## src/rtl/onehot_scan_decoder_if.sv

```systemverilog
// Signal bundle for the one-hot scan decoder.
// The master drives the controls and the select, and receives the strobe outputs.
interface onehot_scan_decoder_if #(
    parameter int SEL_W   = 4,
    parameter int OUT_W   = 16,
    parameter int DWELL_W = 8
);
    logic               enable;
    logic               mode;
    logic [SEL_W-1:0]   in;
    logic [DWELL_W-1:0] dwell;
    logic [OUT_W-1:0]   out;
    logic [SEL_W-1:0]   index;
    logic               valid;
    logic               oor;
    logic               wrap;

    modport master (
        output enable, mode, in, dwell,
        input  out, index, valid, oor, wrap
    );

    modport slave (
        input  enable, mode, in, dwell,
        output out, index, valid, oor, wrap
    );
endinterface

```

## src/rtl/onehot_scan_decoder.sv

```systemverilog
// Binary-to-one-hot decoder with a registered output and an autonomous scan
// mode that walks the strobe across OUT_W positions. Each position is held
// for dwell+1 cycles. Out-of-range select detection, a wrap pulse and an
// index readback are also provided.
module onehot_scan_decoder #(
    parameter int SEL_W   = 4,
    parameter int OUT_W   = 16,
    parameter int DWELL_W = 8
) (
    input  logic                  clk,
    input  logic                  rst,
    onehot_scan_decoder_if.slave  bus
);

    typedef enum logic [1:0] {
        IDLE   = 2'd0,
        DIRECT = 2'd1,
        SCAN   = 2'd2
    } state_t;

    // Position at which the scan wraps back to zero. The wrap point follows
    // OUT_W, not 2**SEL_W.
    localparam logic [SEL_W-1:0] LAST_IDX  = SEL_W'(OUT_W - 1);
    // One bit wider than the select, so that OUT_W == 2**SEL_W still fits.
    localparam logic [SEL_W:0]   OUT_W_EXT = (SEL_W + 1)'(OUT_W);

    state_t             state_reg, state_next;
    logic [OUT_W-1:0]   out_reg, out_next;
    logic [SEL_W-1:0]   index_reg, index_next;
    logic               valid_reg, valid_next;
    logic               oor_reg, oor_next;
    logic               wrap_reg, wrap_next;
    logic [DWELL_W-1:0] dwell_cnt_reg, dwell_cnt_next;

    // Next-state and next-output logic. The next state depends only on
    // enable and mode. The outputs are computed for the state being entered.
    always_comb begin
        state_next     = IDLE;
        out_next       = '0;
        index_next     = index_reg;
        valid_next     = 1'b0;
        oor_next       = 1'b0;
        wrap_next      = 1'b0;
        dwell_cnt_next = dwell_cnt_reg;

        if (!bus.enable) begin
            state_next = IDLE;
        end else if (bus.mode) begin
            state_next = SCAN;
        end else begin
            state_next = DIRECT;
        end

        case (state_next)
            DIRECT: begin
                dwell_cnt_next = '0;
                index_next     = bus.in;
                if ({1'b0, bus.in} < OUT_W_EXT) begin
                    out_next   = OUT_W'(1) << bus.in;
                    valid_next = 1'b1;
                end else begin
                    oor_next   = 1'b1;
                end
            end
            SCAN: begin
                valid_next = 1'b1;
                if (state_reg != SCAN) begin
                    // Entering the scan always restarts it at position 0.
                    index_next     = '0;
                    out_next       = OUT_W'(1);
                    dwell_cnt_next = '0;
                end else if (dwell_cnt_reg >= bus.dwell) begin
                    // The >= compare lets a lowered dwell take effect at once.
                    dwell_cnt_next = '0;
                    if (index_reg == LAST_IDX) begin
                        index_next = '0;
                        wrap_next  = 1'b1;
                    end else begin
                        index_next = index_reg + SEL_W'(1);
                    end
                    out_next = OUT_W'(1) << index_next;
                end else begin
                    dwell_cnt_next = dwell_cnt_reg + DWELL_W'(1);
                    out_next       = out_reg;
                end
            end
            default: begin
                // IDLE: the strobe is off, index and dwell count are held.
            end
        endcase
    end

    // State and output registers. Reset clears everything immediately.
    always_ff @(posedge clk or posedge rst) begin
        if (rst) begin
            state_reg     <= IDLE;
            out_reg       <= '0;
            index_reg     <= '0;
            valid_reg     <= 1'b0;
            oor_reg       <= 1'b0;
            wrap_reg      <= 1'b0;
            dwell_cnt_reg <= '0;
        end else begin
            state_reg     <= state_next;
            out_reg       <= out_next;
            index_reg     <= index_next;
            valid_reg     <= valid_next;
            oor_reg       <= oor_next;
            wrap_reg      <= wrap_next;
            dwell_cnt_reg <= dwell_cnt_next;
        end
    end

    assign bus.out   = out_reg;
    assign bus.index = index_reg;
    assign bus.valid = valid_reg;
    assign bus.oor   = oor_reg;
    assign bus.wrap  = wrap_reg;

endmodule

```

## src/flat_wrapper.sv

```systemverilog
// flat-port wrapper written by rule: the top's interface ports become plain ports
module onehot_scan_decoder_flat 
#(
    parameter int SEL_W   = 4,
    parameter int OUT_W   = 16,
    parameter int DWELL_W = 8
)
  (clk, rst, bus_enable, bus_mode, bus_in, bus_dwell, bus_out, bus_index, bus_valid, bus_oor, bus_wrap);
  onehot_scan_decoder_if #(.SEL_W(SEL_W), .OUT_W(OUT_W), .DWELL_W(DWELL_W)) bus_i ();
  input  logic clk;
  input  logic rst;
  input wire logic [$bits(bus_i.enable)-1:0] bus_enable;
  input wire logic [$bits(bus_i.mode)-1:0] bus_mode;
  input wire logic [$bits(bus_i.in)-1:0] bus_in;
  input wire logic [$bits(bus_i.dwell)-1:0] bus_dwell;
  output wire logic [$bits(bus_i.out)-1:0] bus_out;
  output wire logic [$bits(bus_i.index)-1:0] bus_index;
  output wire logic [$bits(bus_i.valid)-1:0] bus_valid;
  output wire logic [$bits(bus_i.oor)-1:0] bus_oor;
  output wire logic [$bits(bus_i.wrap)-1:0] bus_wrap;
  assign bus_i.enable = bus_enable;
  assign bus_i.mode = bus_mode;
  assign bus_i.in = bus_in;
  assign bus_i.dwell = bus_dwell;
  assign bus_out = bus_i.out;
  assign bus_index = bus_i.index;
  assign bus_valid = bus_i.valid;
  assign bus_oor = bus_i.oor;
  assign bus_wrap = bus_i.wrap;
  onehot_scan_decoder #(.SEL_W(SEL_W), .OUT_W(OUT_W), .DWELL_W(DWELL_W)) u_core (.clk(clk), .rst(rst), .bus(bus_i));
endmodule
```

## config.mk

```make
export PLATFORM = sky130hd
export DESIGN_NAME = onehot_scan_decoder_flat
export DESIGN_NICKNAME = d
export VERILOG_FILES = /design/src/rtl/onehot_scan_decoder_if.sv /design/src/rtl/onehot_scan_decoder.sv /design/src/flat_wrapper.sv
export SDC_FILE = /design/constraint.sdc
export NUM_CORES = 1
export LEC_CHECK = 0
export CAP_MARGIN = 10
export CORE_MARGIN = 2
export CORE_UTILIZATION = 30
export CTS_CLUSTER_DIAMETER = 80
export DETAILED_ROUTE_END_ITERATION = 10
export PLACE_DENSITY = 0.48
export SLEW_MARGIN = 10
export SYNTH_ARGS = -nofsm -noshare
export SYNTH_HDL_FRONTEND = slang
export SYNTH_SLANG_ARGS = --single-unit
```

## constraint.sdc

```tcl
create_clock -name clk -period 2.7 [get_ports clk]
set_input_delay 0.81 -clock clk [delete_from_list [all_inputs] [get_ports clk]]
set_output_delay 0.81 -clock clk [all_outputs]
set_load 0.01 [all_outputs]
```

# [Yosys cells after proc, flatten, opt, wreduce, memory -nomap -nowiden]
# Cells that the tools add are included.
[totals] regBits=32 latchBits=0 mem_bits_rw=0 mem_bits_ro=0 word_cells=39 memories=0
[op_classes] n_addsub=2 n_mul=0 n_div=0 order_cmp=1 eq_ne=5 shift=2 muxes=20 n_bitwise=0 n_reduce_logical=3
[op_table] operator="16-bit two-way mux" count=2
[op_table] operator="16-bit case mux with 2 select lines" count=1
[op_table] operator="1-bit by 4-bit left shift with 16-bit output, first input constant" count=2
[op_table] operator="4-bit two-way mux" count=6
[op_table] operator="8-bit two-way mux" count=2
[op_table] operator="8-bit case mux with 2 select lines" count=1
[op_table] operator="8-bit by 1-bit adder with 8-bit output, second input constant" count=1
[op_table] operator="8-bit greater-or-equal comparator" count=1
[op_table] operator="4-bit case mux with 2 select lines" count=1
[op_table] operator="1-bit two-way mux" count=5
[op_table] operator="4-bit by 1-bit adder with 4-bit output, second input constant" count=1
[op_table] operator="4-bit equality test, second input constant" count=1
[op_table] operator="2-bit two-way mux" count=2
[op_table] operator="3-bit by 1-bit inequality test with 1-bit output, second input constant" count=1
[op_table] operator="2-bit by 1-bit equality test with 1-bit output, second input constant" count=1
[op_table] operator="2-bit equality test, second input constant" count=1
[op_table] operator="2-bit inequality test, second input constant" count=1
[op_table] operator="2-bit AND reduction" count=1
[op_table] operator="2-bit nonzero test" count=1
[op_table] operator="2-bit OR reduction" count=1

# [Longest topological paths before layout]
# Gate-level depths: netlist of the first run.
[logic_depth] word_depth=9 ltp_mapped=9 ltp_nobuf=7

# [Least setup slack after synthesis of the first run]
# No wires, ideal clock.
[synth_path] path_type="input -> register" startpoint="input bus_dwell[7]" endpoint="register u_core.out_reg[0], in the netlist u_core.bus.out[0]" arrival_ns=2.408 setup_slack_ns=0.167 stages=9 n_path_buf=2 path_cell_list="inv_1 > ha_1 > and3_1 > a211oi_2 > and2_1 > buf_6 > o21ai_4 > buf_8 > mux2_4"
[synth_between] elab_chain_cells=2
[synth_lines] element="start, declared" line="flat_wrapper.sv:15" rtl="input wire logic [$bits(bus_i.dwell)-1:0] bus_dwell;"
[synth_lines] element="8-bit greater-or-equal comparator" line="onehot_scan_decoder.sv:72" rtl="end else if (dwell_cnt_reg >= bus.dwell) begin"
[synth_lines] element="3-bit by 1-bit inequality test with 1-bit output (no line)"
[synth_lines] element="end signal, assigned" line="onehot_scan_decoder.sv:105" rtl="out_reg <= out_next;"
[synth_lines] element="end, declared" line="onehot_scan_decoder.sv:28" rtl="logic [OUT_W-1:0] out_reg, out_next;"
# Every way passes these cells.
# A chain may end at the register's enable or synchronous reset.

# [Worst setup path in the final report of the first run]
[layout_path] startpoint="input bus_dwell[2]" endpoint="register u_core.out_reg[5], in the netlist u_core.bus.out[5]"
# Same word-level chain as after synthesis.

==> impl_metrics.tcl, run 1 <==
set metrics [dict create \
    yosys_warnings 0 \
    worst_r2r_startpoint "u_core.dwell_cnt_reg[0]$_DFFE_PP0P_" \
    grt_start_max_net_pins 33 \
    path_clk_slew_ns 0.07 \
    period_needed_ns 2.641 \
    dr.pass1.iters 4 \
    synth_area_per_cell_um2 10.55 \
    die_h_um 87.86 \
    via_count 1741 \
    clkPwrFrac_pct 40.1 \
    die_w_um 87.86 \
    leakage_nw 1.366 \
    final_cell_mix "clkdlybuf4s50_1 (34), dfrtp_1 (32), buf_4 (23)" \
    reg2reg_to "u_core.bus.out[5]$_DFFE_PP0P_" \
    p_per_area_mw_per_mm2 422.5 \
    mostFrequentLayoutCell "clkdlybuf4s50_1" \
    crit_path_end "u_core.bus.out[5]$_DFFE_PP0P_" \
    arrival_ns 2.81 \
    fin_skew_ns 0.004404 \
    status "completed" \
    ctsHoldBuffers 0 \
    period_share_pct 97.81 \
    clkLatencyLatePin_ns 0.28 \
    drive_gt1_share_pct 27.76 \
    endpoint_kind "register" \
    initialDrtViolationCount 134 \
    synth_edf_count 0 \
    synth_seq_cells 32 \
    required_ns 2.87 \
    grt_util_all_layers_pct 14.74 \
    p_seq_share_pct 40.4 \
    synth_nets 230 \
    maxCapViolCount 0 \
    fin_cells 359 \
    max_slew_margin_pct 63.13 \
    place_inst 346 \
    reg2reg_depth 8 \
    post_dp_cell_area_mm2 0.002703 \
    detail-route-antenna-nets 0 \
    peakVddDrop_mv 0.1908 \
    path_class "input pin to register" \
    rows 30 \
    p_switching_mw 0.3305 \
    cts_buffers 5 \
    finalPower_mw 1.272 \
    wirelength_um 5322 \
    clockRootBuffer "clkbuf_8" \
    gr-total-overflow 0 \
    core-area_mm2 0.006794 \
    worstMarginPinSlew_ns 0.5511 \
    gp_congestion 0.8489 \
    nFillCells 638 \
    switching_share_pct 25.98 \
    area_growth_syn_to_layout_pct 42.70 \
    pre_cts_ws_ns -0.5308 \
    p_comb_share_pct 19.5 \
    startpoint "bus_dwell[2]" \
    antenna_found_initial 0 \
    tns_ns 0 \
    clk_path_buf_depth 2 \
    fin_hold_ws_ns 0.5105 \
    critPathMaxFanout 5 \
    hold_viol_final 0 \
    p_int_mw 0.9415 \
    initial_core_util_pct 31.05 \
    largest_reg_flops 16 \
    clock-sinks 32 \
    cts_tree "yes" \
    netlist_area_mm2 0.002110 \
    synth-async-reset-ratio_pct 100.0 \
    final_cell_area_mm2 0.003010 \
    fp.dieArea_mm2 0.007719 \
    yosysUniqueCellTypes 49 \
    drc 0 \
    seq_area_frac_synth_pct 37.96 \
    io_pins 39 \
    diodes 0 \
    ys.flop_type "dfrtp_1" \
    reg2reg_slack_ns 0.47 \
    htree_levels 2 \
    dp_hpwl_um 3732 \
    start_kind "input pin" \
    wire_per_inst_um 14.82 \
    grt_pass1_vias 1676 \
    rsz0062_at_grt "no" \
    setup_violations 0 \
    holdCritPathClass "register to register" \
    numPortBuffers 37 \
    grt_pass1_wl_um 8680 \
    setup_slack_ns 0.05923 \
    nets 292 \
    utilization_pct 44.31 \
    drv_slew 0 \
    max_freq_mhz 378.7 \
    viasPerCell 4.850 \
    synth_cells 200 \
]
==> metal layers <==
| metal | vias to the layer above | wire length (um) | GRT usage (%) |
|---|---|---|---|
| met1 | 839 | 2645 | 21.61 |
| met2 | 46 | 2361 | 21.83 |
| li1 | 852 | - | - |
| met5 | - | 0 | 0 |
| met3 | 4 | 276 | 3.676 |
| met4 | 0 | 38 | 3.357 |
==> power by group through the flow <==
stage                     logic (mW)  registers, mW  clock network, mW
after floorplan                0.129          0.526                  0
after global placement         0.233          0.523                  0
after detailed placement       0.233          0.523                  0
after CTS                      0.238          0.514              0.525
after global routing           0.272          0.517              0.546
final                          0.248          0.514              0.510
==> worst min-delay path by stage <==
stage | start | endpoint | slack [ns] | cells after the start
CTS | u_core.bus.out[4]$_DFFE_PP0P_ | u_core.bus.out[4]$_DFFE_PP0P_ | 0.51 | 1
finish | u_core.bus.out[4]$_DFFE_PP0P_ | u_core.bus.out[4]$_DFFE_PP0P_ | 0.51 | 1
floorplan | u_core.dwell_cnt_reg[1]$_DFFE_PP0P_ | u_core.dwell_cnt_reg[1]$_DFFE_PP0P_ | 0.51 | 1
global route | u_core.bus.out[4]$_DFFE_PP0P_ | u_core.bus.out[4]$_DFFE_PP0P_ | 0.52 | 1
detailed placement | u_core.bus.out[4]$_DFFE_PP0P_ | u_core.bus.out[4]$_DFFE_PP0P_ | 0.49 | 1
global placement | u_core.bus.out[7]$_DFFE_PP0P_ | u_core.bus.out[7]$_DFFE_PP0P_ | 0.49 | 1
==> Yosys cell counts, types with 3 or more instances <==
cell type  instances  area, um2
dfrtp_1           32      800.8
mux2_4            12      180.2
o2bb2ai_1          3      26.28
o21ai_0            3      15.01
a32o_1             8      80.08
inv_1             20      75.07
and3_1             3      18.77
a21oi_1            6      30.03
ha_1              14      175.2
o211ai_1           4      30.03
nor3_1             4      20.02
nand3_1            9      45.04
o22ai_1            5      31.28
nand2_1           17      63.81
nor2_1             8      30.03
mux2_2             6      67.56
clkbuf_1           4      15.01
==> cell type report <==
| cell class | instances | area [um2] | share of cell area [%] |
|---|---|---|---|
| Sequential cell | 32 | 800.8 | 26.60 |
| Clock inverter | 1 | 30.03 | 0.9975 |
| Timing Repair Buffer | 64 | 618.1 | 20.53 |
| Clock buffer | 7 | 96.34 | 3.200 |
| Tap cell | 96 | 120.1 | 3.990 |
| Inverter | 20 | 75.07 | 2.494 |
| Multi-Input combinational cell | 139 | 1270 | 42.19 |
==> timing repair <==
item,CTS,global route
setup buffers,0,3
endpoints found under the setup margin,26,26
cloned,1,1
pin swaps,1,9
gates resized for setup,3,20
==> critical path, cell delays in order <==
cell	delay [ns]
clkdlybuf4s50_1	0.45
inv_1	0.04
ha_2	0.17
buf_4	0.13
a2111oi_4	0.37
o211a_4	0.26
o21ai_4	0.09
clkbuf_16	0.20
mux2_4	0.29
==> cell families after synthesis <==
kind of cell / Yosys count / share of synthesized area [%]
other cells: 1 / 0.1778
simple gates: 55 / 13.70
compound gates: 45 / 19.04
flops: 32 / 37.96
xor+xnor: 3 / 1.246
mux: 20 / 12.69
fa+ha+maj: 14 / 8.304
buf+inv: 30 / 6.880
(Power assumes the default switching activity.)
==> run 2: changes to the inputs <==
--- a/config.mk
+++ b/config.mk
@@ -10,7 +10,7 @@
 export CORE_UTILIZATION = 30
 export CTS_CLUSTER_DIAMETER = 80
 export DETAILED_ROUTE_END_ITERATION = 10
-export PLACE_DENSITY = 0.48
+export REMOVE_ABC_BUFFERS = 1
 export SLEW_MARGIN = 10
 export SYNTH_ARGS = -nofsm -noshare
 export SYNTH_HDL_FRONTEND = slang
==> impl_metrics.tcl, run 2 (synthesis results as in run 1) <==
set metrics [dict create \
    grt_pass1_vias 1664 \
    fin_cells 349 \
    drc 0 \
    area_growth_syn_to_layout_pct 33.57 \
    gp_congestion 0.8751 \
    hold_viol_final 0 \
    antenna_found_initial 0 \
    drive_gt1_share_pct 22.53 \
    setup_violations 0 \
    detail-route-antenna-nets 0 \
    arrival_ns 2.82 \
    tns_ns 0 \
    fp.dieArea_mm2 0.007719 \
    numPortBuffers 37 \
    path_buf_inv 2 \
    path_cells "clkdlybuf4s50_1 -> inv_2 -> ha_4 -> and3_4 -> a211oi_4 -> o211a_4 -> o21ai_4 -> mux2_4" \
    period_share_pct 98.28 \
    cp_top_family "compound AO/OA/AOI/OAI gates" \
    core-area_mm2 0.006794 \
    path_clk_slew_ns 0.06 \
    wire_per_inst_um 14.64 \
    clockRootBuffer "clkbuf_8" \
    cts_tree "yes" \
    gr-total-overflow 0 \
    grt_pass1_wl_um 8300 \
    leakage_nw 1.256 \
    crit_slowest_cell "clkdlybuf4s50_1" \
    fin_hold_ws_ns 0.5117 \
    wl_met2_um 2470 \
    period_needed_ns 2.653 \
    dp_hpwl_um 3527 \
    status "completed" \
    path_class "input pin to register" \
    rows 30 \
    holdCritPathClass "register to register" \
    p_per_area_mw_per_mm2 380.2 \
    nets 285 \
    final_cell_area_mm2 0.002818 \
    clk_path_buf_depth 2 \
    clock-sinks 32 \
    clkLatencyLatePin_ns 0.28 \
    initial_core_util_pct 31.05 \
    endpoint_kind "register" \
    viasPerCell 4.874 \
    start_kind "input pin" \
    largest_reg_flops 16 \
    wirelength_um 5110 \
    critPathMaxFanout 8 \
    peakVddDrop_mv 0.1471 \
    maxCapViolCount 0 \
    mostFrequentLayoutCell "clkdlybuf4s50_1" \
    critical_path.max_stage_delay_ns 0.48 \
    io_pins 39 \
    via_count 1701 \
    final_cell_mix "clkdlybuf4s50_1 (37), dfrtp_1 (32), inv_1 (19)" \
    die_h_um 87.86 \
    initialDrtViolationCount 140 \
    fin_skew_ns 0.002181 \
    place_inst 341 \
    cts_buffers 5 \
    nFillCells 671 \
    post_dp_cell_area_mm2 0.002665 \
    htree_levels 2 \
    required_ns 2.86 \
    wl_met3_um 231 \
    die_w_um 87.86 \
    diodes 0 \
    max_slew_margin_pct 39.65 \
    topRoutingLayerUsed "met3" \
    route.layer.met1.wl_um 2408 \
    drv_slew 0 \
    max_freq_mhz 376.9 \
    grt_start_max_net_pins 33 \
    worstMarginPinSlew_ns 0.9022 \
    dr.pass1.iters 6 \
    grt_util_all_layers_pct 13.84 \
]
==> run 2: changes by cell type in the layout (fill, tap and decap cells not counted), sizes merged <==
cell / delta
clkdlybuf4s50: +3
buf: -7
dlymetal6s2s: -3
clkbuf: -3
o21ai: +1
bufinv: -1
==> run 2: final timing paths <==
kind,startpoint,end,slack (ns),cells after the start
max,bus_dwell[7],u_core.bus.out[2]$_DFFE_PP0P_,0.05,8
max reg2reg,u_core.bus.index[0]$_DFFE_PP0P_,u_core.bus.out[7]$_DFFE_PP0P_,0.51,4
max in group asynchronous,rst,u_core.bus.out[14]$_DFFE_PP0P_,1.49,3
min,u_core.bus.out[14]$_DFFE_PP0P_,u_core.bus.out[14]$_DFFE_PP0P_,0.51,1
min reg2reg,u_core.bus.out[14]$_DFFE_PP0P_,u_core.bus.out[14]$_DFFE_PP0P_,0.51,1
min in group asynchronous,rst,u_core.state_reg[0]$_DFF_PP0_,0.92,3
==> run 2: cell type report <==
class	instances	area, um2	area share, %
repair buffers	56	516.7	18.34
flip-flops and latches	32	800.8	28.42
multi-input cells	140	1236	43.87
well taps	96	120.1	4.263
inverters	20	75.07	2.664
clock buffers	5	68.82	2.442
==> run 2: through the flow <==
step	worst slack [ns]	total power, mW	utilization [%]
2_1_floorplan	0.04377	0.6444	-
3_3_place_gp	-0.5102	0.7453	39.23
3_5_place_dp	-0.5842	0.7470	39.23
4_1_cts	-0.04508	1.078	40.52
5_1_grt	-0.0005416	1.129	41.47
6_report	0.04652	1.071	41.47
==> run 2: power by group <==
part           total (mW)  internal, mW  switching [mW]
Sequential          0.515         0.495          0.0203
Combinational       0.231         0.112           0.120
Clock               0.324         0.166           0.159
Total                1.07         0.773           0.299
==> run 2: timing repair <==
item,CTS,global route
setup endpoints to repair,24,23
buffers inserted,0,1
cloned,1,1
gates resized for setup,3,7
hold buffers,0,0
pin swaps,1,5
==> run 2: per-layer routing <==
layer,vias up,track usage (%)
li1,833,-
met1,811,18.74
met2,57,22.38
met3,0,3.016
met4,0,3.776
met5,-,0
==> run 3: changes to the inputs <==
--- a/config.mk
+++ b/config.mk
@@ -6,12 +6,15 @@
 export NUM_CORES = 1
 export LEC_CHECK = 0
 export CAP_MARGIN = 10
-export CORE_MARGIN = 2
+export CELL_PAD_IN_SITES_DETAIL_PLACEMENT = 0
+export CELL_PAD_IN_SITES_GLOBAL_PLACEMENT = 1
 export CORE_UTILIZATION = 30
 export CTS_CLUSTER_DIAMETER = 80
 export DETAILED_ROUTE_END_ITERATION = 10
+export PLACE_DENSITY_LB_ADDON = 0.1
 export REMOVE_ABC_BUFFERS = 1
 export SLEW_MARGIN = 10
 export SYNTH_ARGS = -nofsm -noshare
 export SYNTH_HDL_FRONTEND = slang
 export SYNTH_SLANG_ARGS = --single-unit
+export TNS_END_PERCENT = 50
==> impl_metrics.tcl, run 3 (synthesis results as in run 1) <==
set metrics [dict create \
    path_buf_inv 2 \
    initial_core_util_pct 31.05 \
    cts_tree "yes" \
    detail-route-antenna-nets 0 \
    hold_depth 1 \
    wire_per_inst_um 15.96 \
    pre_cts_ws_ns -0.5468 \
    grtUsageMet3_pct 3.080 \
    top_usage_layer "met2" \
    p_switching_mw 0.3350 \
    clkPwrFrac_pct 34.1 \
    ctsHoldBuffers 0 \
    setup_slack_ns 0.03816 \
    max_slew_margin_pct 66.70 \
    io_pins 39 \
    status "completed" \
    die_w_um 85.86 \
    regArea_um2 800.8 \
    period_needed_ns 2.662 \
    clockRootBuffer "clkbuf_8" \
    grt_start_max_net_pins 33 \
    initialDrtViolationCount 130 \
    drv_slew 0 \
    rsz0062_at_grt "yes" \
    p_seq_share_pct 44.7 \
    area_growth_syn_to_layout_pct 38.20 \
    post_dp_cell_area_mm2 0.002680 \
    p_comb_share_pct 21.2 \
    die_h_um 85.86 \
    max_freq_mhz 375.7 \
    multiInputGateArea_mm2 0.001249 \
    tns_ns 0 \
    crit_slowest_cell "clkdlybuf4s50_1" \
    grt_pass1_wl_um 9066 \
    drc 0 \
    clock-sinks 32 \
    leakage_nw 1.320 \
    dp_hpwl_um 3785 \
    min_from "u_core.bus.out[12]$_DFFE_PP0P_" \
    reg2reg_to "u_core.bus.out[14]$_DFFE_PP0P_" \
    maxCapViolCount 0 \
    diodes 0 \
    nets 289 \
    peakVddDrop_mv 0.1832 \
    clkLatencyLatePin_ns 0.29 \
    p_per_area_mw_per_mm2 394.6 \
    globalRouteMet2Util_pct 23.93 \
    clk_path_buf_depth 2 \
    final_cell_area_mm2 0.002915 \
    hold_viol_final 0 \
    fp.dieArea_mm2 0.007371 \
    antenna_found_initial 0 \
    path_cells "clkdlybuf4s50_1 -> ha_1 -> nand2b_4 -> a2111oi_4 -> o211a_4 -> o21ai_4 -> clkbuf_16 -> mux2_4" \
    start_kind "input pin" \
    final_cell_mix "clkdlybuf4s50_1 (35), dfrtp_1 (32), buf_4 (21)" \
    nFillCells 672 \
    holdCritPathClass "register to register" \
    via_count 1742 \
    gp_congestion 0.7878 \
    mostFrequentLayoutCell "clkdlybuf4s50_1" \
    dr.pass1.iters 4 \
    path_clk_slew_ns 0.07 \
    gr-total-overflow 0 \
    grt_pass1_vias 1728 \
    arrival_ns 2.84 \
    viasPerCell 4.893 \
    critical_path.max_stage_delay_ns 0.41 \
    reg2reg_slack_ns 0.53 \
    critPathMaxFanout 5 \
    cts_buffers 5 \
    htree_levels 2 \
    core-area_mm2 0.006794 \
    drive_gt1_share_pct 25.38 \
    period_share_pct 98.59 \
    worst_r2r_startpoint "u_core.dwell_cnt_reg[0]$_DFFE_PP0P_" \
    rows 30 \
    min_to "u_core.bus.out[12]$_DFFE_PP0P_" \
    p_int_mw 0.8153 \
    setup_violations 0 \
    switching_share_pct 29.12 \
    endpoint_kind "register" \
    numPortBuffers 37 \
    worstMarginPinSlew_ns 0.4990 \
    cp_top_family "compound AO/OA/AOI/OAI gates" \
    required_ns 2.88 \
    reg2reg_depth 8 \
    grt_util_all_layers_pct 16.11 \
    wirelength_um 5682 \
    path_class "input pin to register" \
    grtUsageMet1_pct 23.27 \
    fin_skew_ns 0.004436 \
    largest_reg_flops 16 \
]
run 3: cell type report:
cell class / count / area share, %
Sequential cell: 32 / 27.47
Multi-Input combinational cell: 140 / 42.83
Inverter: 20 / 2.575
Tap cell: 96 / 4.120
Clock inverter: 2 / 0.3433
Timing Repair Buffer: 60 / 19.83
Clock buffer: 6 / 2.833
run 3: stage by stage:
step / power [mW] / hold slack [ns] / cells / utilization (%)
2_1_floorplan: 0.6444 / 0.5067 / 190 / -
3_3_place_gp: 0.7568 / 0.4971 / 343 / 39.45
3_5_place_dp: 0.7553 / 0.4998 / 343 / 39.45
4_1_cts: 1.157 / 0.5189 / 352 / 41.09
5_1_grt: 1.215 / 0.5305 / 356 / 42.91
6_report: 1.150 / 0.5125 / 356 / 42.91
run 3: worst max-delay path by stage:
| stage | from | endpoint | slack [ns] | cells past startpoint |
|---|---|---|---|---|
| after floorplan | bus_dwell[7] | u_core.bus.out[5]$_DFFE_PP0P_ | 0.04 | 7 |
| after global placement | bus_dwell[7] | u_core.bus.out[8]$_DFFE_PP0P_ | -0.53 | 8 |
| after detailed placement | bus_dwell[7] | u_core.bus.out[8]$_DFFE_PP0P_ | -0.55 | 8 |
| after CTS | bus_dwell[3] | u_core.bus.out[5]$_DFFE_PP0P_ | -0.006 | 8 |
| after global routing | bus_dwell[2] | u_core.bus.out[3]$_DFFE_PP0P_ | -0.01 | 9 |
| final | bus_dwell[0] | u_core.bus.out[14]$_DFFE_PP0P_ | 0.04 | 8 |
run 3: power groups by stage:
stage	clock, mW	sequential [mW]	combinational [mW]
final	0.393	0.514	0.243
after global routing	0.430	0.518	0.267
after floorplan	0	0.526	0.119
after detailed placement	0	0.524	0.231
after global placement	0	0.524	0.233
after CTS	0.407	0.515	0.236
run 3: repair_timing:
item | CTS | global route
pin swaps | 2 | 6
cloned | 1 | 2
buffers inserted | 0 | 2
setup endpoints to repair | 24 | 26
gates resized for setup | 3 | 10
run 3: routing by layer:
metal,up-vias,wire (um)
met4,0,71
met2,54,2502
met5,-,0
met1,831,2809
li1,850,-
met3,7,298
